$ cat src/rtl/mul_uart_frontend_pkg.sv
// Shared types and constants for the UART front end of the 8x8 multiplier.
package mul_uart_pkg;

  typedef enum logic [2:0] {
    WAIT_A  = 3'd0,
    WAIT_B  = 3'd1,
    CAPTURE = 3'd2,
    SEND_1  = 3'd3,
    SEND_2  = 3'd4
  } state_e;

  localparam bit BYTE_ORDER_HIGH_FIRST = 1'b1;
  localparam bit BYTE_ORDER_LOW_FIRST  = 1'b0;

  // Width of a counter that must reach cycles-1; never narrower than one bit.
  function automatic int timer_w(input int cycles);
    return (cycles > 1) ? $clog2(cycles) : 1;
  endfunction

endpackage

$ cat src/rtl/mul_uart_frontend_byte_timeout_ctr.sv
// Inter-byte timeout counter: counts while enabled, pulses expire on its last count.
module byte_timeout_ctr
  import mul_uart_pkg::*;
#(
  parameter int LIMIT = 1000,
  parameter int CNT_W = timer_w(LIMIT)
) (
  input  logic clk,
  input  logic rst_n,
  input  logic clear,
  input  logic enable,
  output logic expire
);

  localparam logic [CNT_W-1:0] LAST = CNT_W'(LIMIT - 1);

  logic [CNT_W-1:0] cnt_q, cnt_d;

  always_comb begin
    cnt_d = cnt_q;
    if (clear) begin
      cnt_d = '0;
    end else if (enable) begin
      cnt_d = (cnt_q == LAST) ? '0 : cnt_q + CNT_W'(1);
    end
  end

  always_ff @(posedge clk or negedge rst_n) begin
    if (!rst_n) begin
      cnt_q <= '0;
    end else begin
      cnt_q <= cnt_d;
    end
  end

  assign expire = enable && !clear && (cnt_q == LAST);

endmodule

$ cat src/rtl/mul_uart_frontend.sv
// Frames two received bytes into multiplier operands and streams the 16-bit product back out.
module mul_uart_frontend
  import mul_uart_pkg::*;
#(
  parameter int TIMEOUT_CYCLES = 1000,
  parameter bit HIGH_FIRST     = 1'b1
) (
  input  logic       clk,
  input  logic       rst_n,
  input  logic       rx_valid,
  input  logic [7:0] rx_data,
  input  logic       rx_err,
  output logic [7:0] tx_data,
  output logic       tx_valid,
  input  logic       tx_ready,
  output logic [7:0] mul_a,
  output logic [7:0] mul_b,
  input  logic [7:0] mul_prod_low,
  input  logic [7:0] mul_prod_high,
  output logic       busy,
  output logic       timeout,
  output logic       rx_drop
);

  state_e      state_q, state_d;
  logic [7:0]  mul_a_q, mul_a_d;
  logic [7:0]  mul_b_q, mul_b_d;
  logic [15:0] prod_q, prod_d;
  logic [7:0]  tx_data_q, tx_data_d;
  logic        tx_valid_q, tx_valid_d;
  logic        timeout_q, timeout_d;
  logic        rx_drop_q, rx_drop_d;
  logic        tmr_expire;

  function automatic logic [7:0] pick_byte(input logic [15:0] prod, input bit first);
    logic take_high;
    take_high = first ? (HIGH_FIRST == BYTE_ORDER_HIGH_FIRST)
                      : (HIGH_FIRST == BYTE_ORDER_LOW_FIRST);
    return take_high ? prod[15:8] : prod[7:0];
  endfunction

  byte_timeout_ctr #(
    .LIMIT (TIMEOUT_CYCLES)
  ) u_timeout (
    .clk    (clk),
    .rst_n  (rst_n),
    .clear  (state_q != WAIT_B),
    .enable (state_q == WAIT_B),
    .expire (tmr_expire)
  );

  always_comb begin
    state_d    = state_q;
    mul_a_d    = mul_a_q;
    mul_b_d    = mul_b_q;
    prod_d     = prod_q;
    tx_data_d  = tx_data_q;
    tx_valid_d = tx_valid_q;
    timeout_d  = 1'b0;
    rx_drop_d  = 1'b0;

    unique case (state_q)
      WAIT_A: begin
        if (rx_valid && !rx_err) begin
          mul_a_d = rx_data;
          state_d = WAIT_B;
        end
      end
      WAIT_B: begin
        // A received byte takes priority over a simultaneous expiry.
        if (rx_valid) begin
          if (!rx_err) begin
            mul_b_d = rx_data;
            state_d = CAPTURE;
          end else begin
            state_d = WAIT_A;
          end
        end else if (tmr_expire) begin
          timeout_d = 1'b1;
          state_d   = WAIT_A;
        end
      end
      CAPTURE: begin
        // mul_b has been stable for a full cycle, so the core output has settled.
        prod_d     = {mul_prod_high, mul_prod_low};
        tx_data_d  = pick_byte({mul_prod_high, mul_prod_low}, 1'b1);
        tx_valid_d = 1'b1;
        state_d    = SEND_1;
      end
      SEND_1: begin
        if (tx_ready) begin
          tx_data_d = pick_byte(prod_q, 1'b0);
          state_d   = SEND_2;
        end
      end
      SEND_2: begin
        if (tx_ready) begin
          tx_valid_d = 1'b0;
          state_d    = WAIT_A;
        end
      end
      default: state_d = WAIT_A;
    endcase

    if (rx_valid && (state_q inside {CAPTURE, SEND_1, SEND_2})) begin
      rx_drop_d = 1'b1;
    end
  end

  always_ff @(posedge clk or negedge rst_n) begin
    if (!rst_n) begin
      state_q    <= WAIT_A;
      mul_a_q    <= '0;
      mul_b_q    <= '0;
      prod_q     <= '0;
      tx_data_q  <= '0;
      tx_valid_q <= 1'b0;
      timeout_q  <= 1'b0;
      rx_drop_q  <= 1'b0;
    end else begin
      state_q    <= state_d;
      mul_a_q    <= mul_a_d;
      mul_b_q    <= mul_b_d;
      prod_q     <= prod_d;
      tx_data_q  <= tx_data_d;
      tx_valid_q <= tx_valid_d;
      timeout_q  <= timeout_d;
      rx_drop_q  <= rx_drop_d;
    end
  end

  assign mul_a    = mul_a_q;
  assign mul_b    = mul_b_q;
  assign tx_data  = tx_data_q;
  assign tx_valid = tx_valid_q;
  assign timeout  = timeout_q;
  assign rx_drop  = rx_drop_q;
  assign busy     = (state_q != WAIT_A);

endmodule

$ cat config.mk
export PLATFORM = sky130hd
export DESIGN_NAME = mul_uart_frontend
export DESIGN_NICKNAME = d
export VERILOG_FILES = /design/src/rtl/mul_uart_frontend_pkg.sv /design/src/rtl/mul_uart_frontend_byte_timeout_ctr.sv /design/src/rtl/mul_uart_frontend.sv
export SDC_FILE = /design/constraint.sdc
export NUM_CORES = 1
export LEC_CHECK = 0
export CAP_MARGIN = 20
export CORE_AREA = 4 4 56 96
export DETAILED_ROUTE_END_ITERATION = 8
export DIE_AREA = 0 0 60 100
export GPL_ROUTABILITY_DRIVEN = 0
export PLACE_DENSITY = 0.76
export SLEW_MARGIN = 20
export SYNTH_ARGS = -nofsm -noshare
export SYNTH_HDL_FRONTEND = slang
export SYNTH_SLANG_ARGS = --single-unit
$ cat constraint.sdc
create_clock -name clk -period 1.8 [get_ports clk]
set_input_delay 0.36 -clock clk [delete_from_list [all_inputs] [get_ports clk]]
set_output_delay 0.36 -clock clk [all_outputs]
set_load 0.01 [all_outputs]
# ---- After elaboration in Yosys (flattened, before gate mapping)
# Cells that the tools add are included.
dict set report totals {
  reg_bits 48
  output_inout_bits 28
}
dict set report classes {
  reduce_logical 17
  n_bitwise 1
  addsub 1
  eq_ne 10
  mux 18
}
# cell count
set ops {}
lappend ops {{2-to-1 mux 10 bit} 3}
lappend ops {{case mux 8 bit (2 select lines)} 1}
lappend ops {{2-to-1 mux 3 bit} 5}
lappend ops {{case mux 3 bit (5 select lines)} 1}
lappend ops {{adder 10 x 1 -> 10 bit (second input constant)} 1}
lappend ops {{equality test 10 bit (second input constant)} 1}
lappend ops {{2-to-1 mux 8 bit} 1}
lappend ops {{equality test 3 x 2 -> 1 bit (second input constant)} 2}
lappend ops {{!= test 2 bit (second input constant)} 3}
lappend ops {{AND reduction 2 bit} 3}
lappend ops {{nonzero test 2 bit} 3}
lappend ops {{nonzero test 3 bit} 2}
lappend ops {{2-to-1 mux 1 bit} 5}
lappend ops {{logical AND 1 bit} 4}
lappend ops {{AND reduction 4 bit} 1}
lappend ops {{equality test 3 x 1 -> 1 bit (second input constant)} 1}
lappend ops {{equality test 3 bit (second input constant)} 1}
lappend ops {{zero test 3 bit} 1}
lappend ops {{!= test 3 x 1 -> 1 bit (second input constant)} 1}
lappend ops {{!= test 3 bit (second input constant)} 1}
lappend ops {{AND reduction 3 bit} 1}
lappend ops {{zero test 1 bit} 2}
lappend ops {{2-to-1 mux 2 bit} 1}
lappend ops {{case mux 1 bit (2 select lines)} 1}
lappend ops {{NOT 1 bit} 1}

# ---- Longest topological paths before layout
dict set report logic_depth {
  word_depth 7
  depth_mapped 6
  ltp_nobuf 4
}

# ---- Modules after synthesis
# Synthesis repeated with hierarchy kept, for this count alone.
dict set report hier_totals {
  cells_unflattened 170
  hier_area_um2 2237.1
}
# mod cells_each seq_area_each_um2 instances area_per_inst_um2
set modules_own_cells {}
lappend modules_own_cells {mul_uart_frontend 111 950.9 1 1664.1}
lappend modules_own_cells {byte_timeout_ctr 59 250.2 1 573.0}

# ---- Least setup slack after synthesis
# OpenSTA, ideal clock, no wires.
dict set report synth_timing {
  kind {reg2reg}
  startpoint {register state_q[1]}
  endpoint {register mul_b_q[0] (netlist: mul_b[0])}
  setup_ns 0.128
  t_arrival_ns 1.134
  synth_period_minus_slack_ns 1.262
  stages_incl_launch_ff 5
  slack_ns 0.538
  path_cell_list {dfrtp_1 buf_4 nor3_4 nand2_2 mux2_1}
}
dict set report synth_via {
  elab_chain_len 2
}
# element line_no
set synth_rtl {}
lappend synth_rtl {{start: declaration} mul_uart_frontend.sv:25} ;# state_e state_q, state_d;
lappend synth_rtl {{start signal: assignment} mul_uart_frontend.sv:121} ;# state_q <= state_d;
lappend synth_rtl {{equality test 3 x 1 -> 1 bit} mul_uart_frontend.sv:62} ;# unique case (state_q)
lappend synth_rtl {{AND reduction 3 bit (no line)} --}
lappend synth_rtl {{end signal: assignment} mul_uart_frontend.sv:123} ;# mul_b_q <= mul_b_d;
lappend synth_rtl {{end: declaration} mul_uart_frontend.sv:27} ;# logic [7:0] mul_b_q, mul_b_d;
# Every way passes these cells.
# A chain may end at the register's enable or synchronous reset.

# ---- Worst setup path in the final report
dict set report layout_timing {
  startpoint {register state_q[1]}
  endpoint {output busy}
}
dict set report layout_via {
  elab_chain_len 1
}
# element line_no
set layout_rtl {}
lappend layout_rtl {{nonzero test 3 bit} mul_uart_frontend.sv:138} ;# assign busy = (state_q != WAIT_A);
lappend layout_rtl {{end: declaration} mul_uart_frontend.sv:20} ;# output logic busy,
# Every way passes these cells.

==> results by group <==
Run status
  – Outcome: completed

Yosys
  – Syn_nets: approximately 220
  – Seq/Total Area, Yosys: about 58%
  – Synth Cell Area: roughly 2100 um2
  – Most area-consuming cells after synthesis: dfrtp_1 (58%), nand2_1 (6.3%), o22ai_1 (5.1%), mux2_2 (4.9%), mux2_1 (4.3%)
  – Synth area leader: dfrtp_1
  – FF+latch count, synth: 48
  – Avg Synthesized Cell Area: 11.0 um2
  – Synth unique cells: 36
  – Post-synthesis cell count: ~190
  – Warnings from Yosys: 0
  – Area share of the largest cell type after synthesis: just under 60%

Finish
  – Layout cells sized above 1: between 10% and 20%
  – Commonest cells after routing, fill and taps aside: clkdlybuf4s50_1 (54), dfrtp_1 (47), nand2_1 (35)
  – Synthesis-to-finish area growth: 35.9%
  – Fin nets: about 280
  – Commonest non-fill, non-tap cell in the layout: clkdlybuf4s50_1
  – Fin area: approximately 2800 um2
  – Antenna diodes: 0
  – Fill cell count: 403

Floorplanning
  – Num ports: 57
  – CORE AREA: 4620 um2
  – Starting Density: 45.0%
  – Die Ht: ~100 um
  – Placement Rows: 33
  – Die area: roughly 6000 um2
  – Die Width: 60 um

Global routing
  – Total global routing overflow: 0
  – First-pass GRT wire length: around 7.7 mm
  – Pin count of the biggest net entering global routing: just under 50
  – Met1 Usage GRT: 18.4%
  – GRT Util Overall: between 10% and 20%
  – GRT met3 Usage: under 10%
  – Met2 usage in global routing: slightly below 30%
  – Vias in the first global route: between 1,500 and 2,000
  – Antenna violations before repair: 0
  – Top Usage Layer GRT: met2

Clocking
  – Htree depth: 2
  – CTS root buf: clkbuf_8
  – Clock Latency Late Sink: 300 ps
  – Hold_buf cts: 0
  – Postcts setup bufs: 0
  – CTS Buf Count: 5
  – CTS Buffer Depth: 2
  – CTS tree: done
  – Clock Pin Slew Worst Setup and Hold Paths: 90 ps
  – Sinks on Clock Net: 48

Pwr
  – Pwr dens: 1520 nW/um2
  – Clock network fraction of total power: between 10% and 20%
  – Sequential share of power: 41.5%
  – Psw: 1.47 mW
  – Peak VDD IR: roughly 1.2 mV
  – Comb pwr share: 43.2%
  – P_leak: roughly 1.2 nW
  – Sw frac: approximately 34%
  – Pint: approximately 2.8 mW
  – Total power after layout: 4.30 mW

Timing
  – RSZ-0062 raised after global routing: false
  – Slew HR: 78.0%
  – Slew at the pin closest to its max-slew limit: roughly 330 ps
  – Fmax: between 600 and 700 MHz
  – Tcrit/Tclk final: a little over 90%
  – Pins Over Slew Limit: 0
  – Hold Violations, Final: 0
  – Final clock skew: about 9 ps
  – Final setup violation count: 0
  – Post-route minimum period: between 1500 and 2000 ps
  – Setup_tns: 0 ps

Route
  – Drt initial violations: 25
  – DR WL/cell: between 10 and 15 um
  – Vias per inst: roughly 5.4
  – Vias: roughly 1,600
  – Routed WL: 4.56 mm
  – DRT Pass-1 Iters: 4
  – Final ANT Viol Nets: 0
  – DRC errors left: 0

Critical path
  – Type of origin of the critical path: flip-flop
  – CP Data Arrival Time: between 1000 and 1500 ps
  – Setup crit end kind: output pin
  – Setup CP Type: flip-flop to output pin
  – CP max FO: 4
  – Worst path required time: 1440 ps

Placed design
  – Buffers on Ports: between 50 and 60
  – Hpwl dp: about 3.5 mm
  – Cell Area, Placed: between 2000 and 3000 um2

Flow run
  – MaxCap Viol Count: 0

Min path
  – Hold Path Class: input port to asynchronous set/reset pin
==> repair_timing <==
item	CTS	global route
setup endpoints to repair	1	0
gates resized for setup	2	0
hold endpoints to repair	0	0
==> power groups by stage <==
stage / logic [mW] / registers [mW] / clock network (mW)
finish: 1.86 / 1.78 / 0.658
global route: 2.04 / 1.85 / 0.719
CTS: 1.89 / 1.79 / 0.671
detailed placement: 1.90 / 1.81 / 0
global placement: 1.86 / 1.80 / 0
floorplan: 0.826 / 1.89 / 0
==> metal layers <==
metal / part of all wire (%) / routed length [um] / vias up
met5: 0 / 0 / -
met3: 6.5 / 297 / 5
met1: 38 / 1740 / 801
li1: - / - / 793
met2: 54 / 2460 / 49
met4: 1.4 / 66 / 0
==> metrics by stage <==
stage	cells	hold WS, ps	utilization, %	worst slack (ps)
after CTS	307	33.8	61.2	146
after detailed placement	299	361	59.3	25.9
final	307	28.5	61.2	157
after floorplan	189	64.4	-	538
after global routing	307	32.7	61.2	64.1
after global placement	299	360	59.3	57.6
==> path summary, 6_finish.rpt <==
kind                                  from                  to  slack [ps]  depth (start not counted)
worst max-delay path            state_q[1]                busy         160                          3
worst min-delay path                 rst_n  u_timeout.cnt_q[5]          30                          2
worst max register to register  state_q[2]          tx_data[1]         240                          6
worst min register to register   prod_q[7]           prod_q[7]         480                          2
max in group asynchronous            rst_n          tx_data[1]        1540                          2
min in group clk                 prod_q[7]           prod_q[7]         480                          2
==> flip-flops by register name, summed over array words and instances, names as in the netlist <==
name	cells
state_q	3
timeout	1
u_timeout.cnt_q	10
prod_q	8
rx_drop	1
tx_valid	1
tx_data	8
mul_b	8
mul_a	8
==> layout make-up <==
type / count / area [um2] / share of cell area (%)
Clock buffer: 8 / 90.1 / 3.18
Inverter: 1 / 3.75 / 0.133
Tap cell: 52 / 65.1 / 2.30
Multi-Input combinational cell: 133 / 835 / 29.5
Timing Repair Buffer: 65 / 634 / 22.4
Sequential cell: 48 / 1200 / 42.5
==> worst max-delay path: stages, from the launching register on <==
cell           delay (ps)
dfrtp_2               450
nor2_2                170
nand2_1                70
dlygate4sd2_1         290
==> kinds of logic after synthesis <==
| logic type | count (synthesis) | synth area share, % |
|---|---|---|
| AOI/OAI and AO/OA | 36 | 10.3 |
| xor gates and xnor gates | 5 | 2.10 |
| adders and majority gates | 1 | 0.601 |
| buffers and inverters | 8 | 2.22 |
| DFF | 48 | 57.7 |
| muxes | 17 | 9.20 |
| and+or+nand+nor | 74 | 17.9 |
==> cell usage after synthesis <==
| library cell | instances |
|---|---|
| dfrtp_1 | 48 |
| nand2_1 | 35 |
| o22ai_1 | 17 |
| a21oi_1 | 12 |
| nor2_1 | 10 |
| mux2_2 | 9 |
| mux2_1 | 8 |
| nand3_1 | 6 |
| and3_1 | 5 |
| buf_4 | 4 |
| nand4_1 | 3 |
| xor2_1 | 3 |
| clkbuf_1 | 2 |
| nand2_2 | 2 |
| nand2b_1 | 2 |
| nand3b_1 | 2 |
| xnor2_1 | 2 |
| a21boi_0 | 1 |
| a21oi_2 | 1 |
| a22oi_1 | 1 |
| a31oi_1 | 1 |
| and2b_1 | 1 |
| and4bb_2 | 1 |
| buf_2 | 1 |
| ha_1 | 1 |
| inv_2 | 1 |
| nand2_4 | 1 |
| nand3_2 | 1 |
| nand4b_1 | 1 |
| nor2_2 | 1 |
| nor2b_1 | 1 |
| nor3_1 | 1 |
| nor3_4 | 1 |
| o211ai_1 | 1 |
| o21ai_0 | 1 |
| o21ai_1 | 1 |
Power figures use the tool's default switching activity.
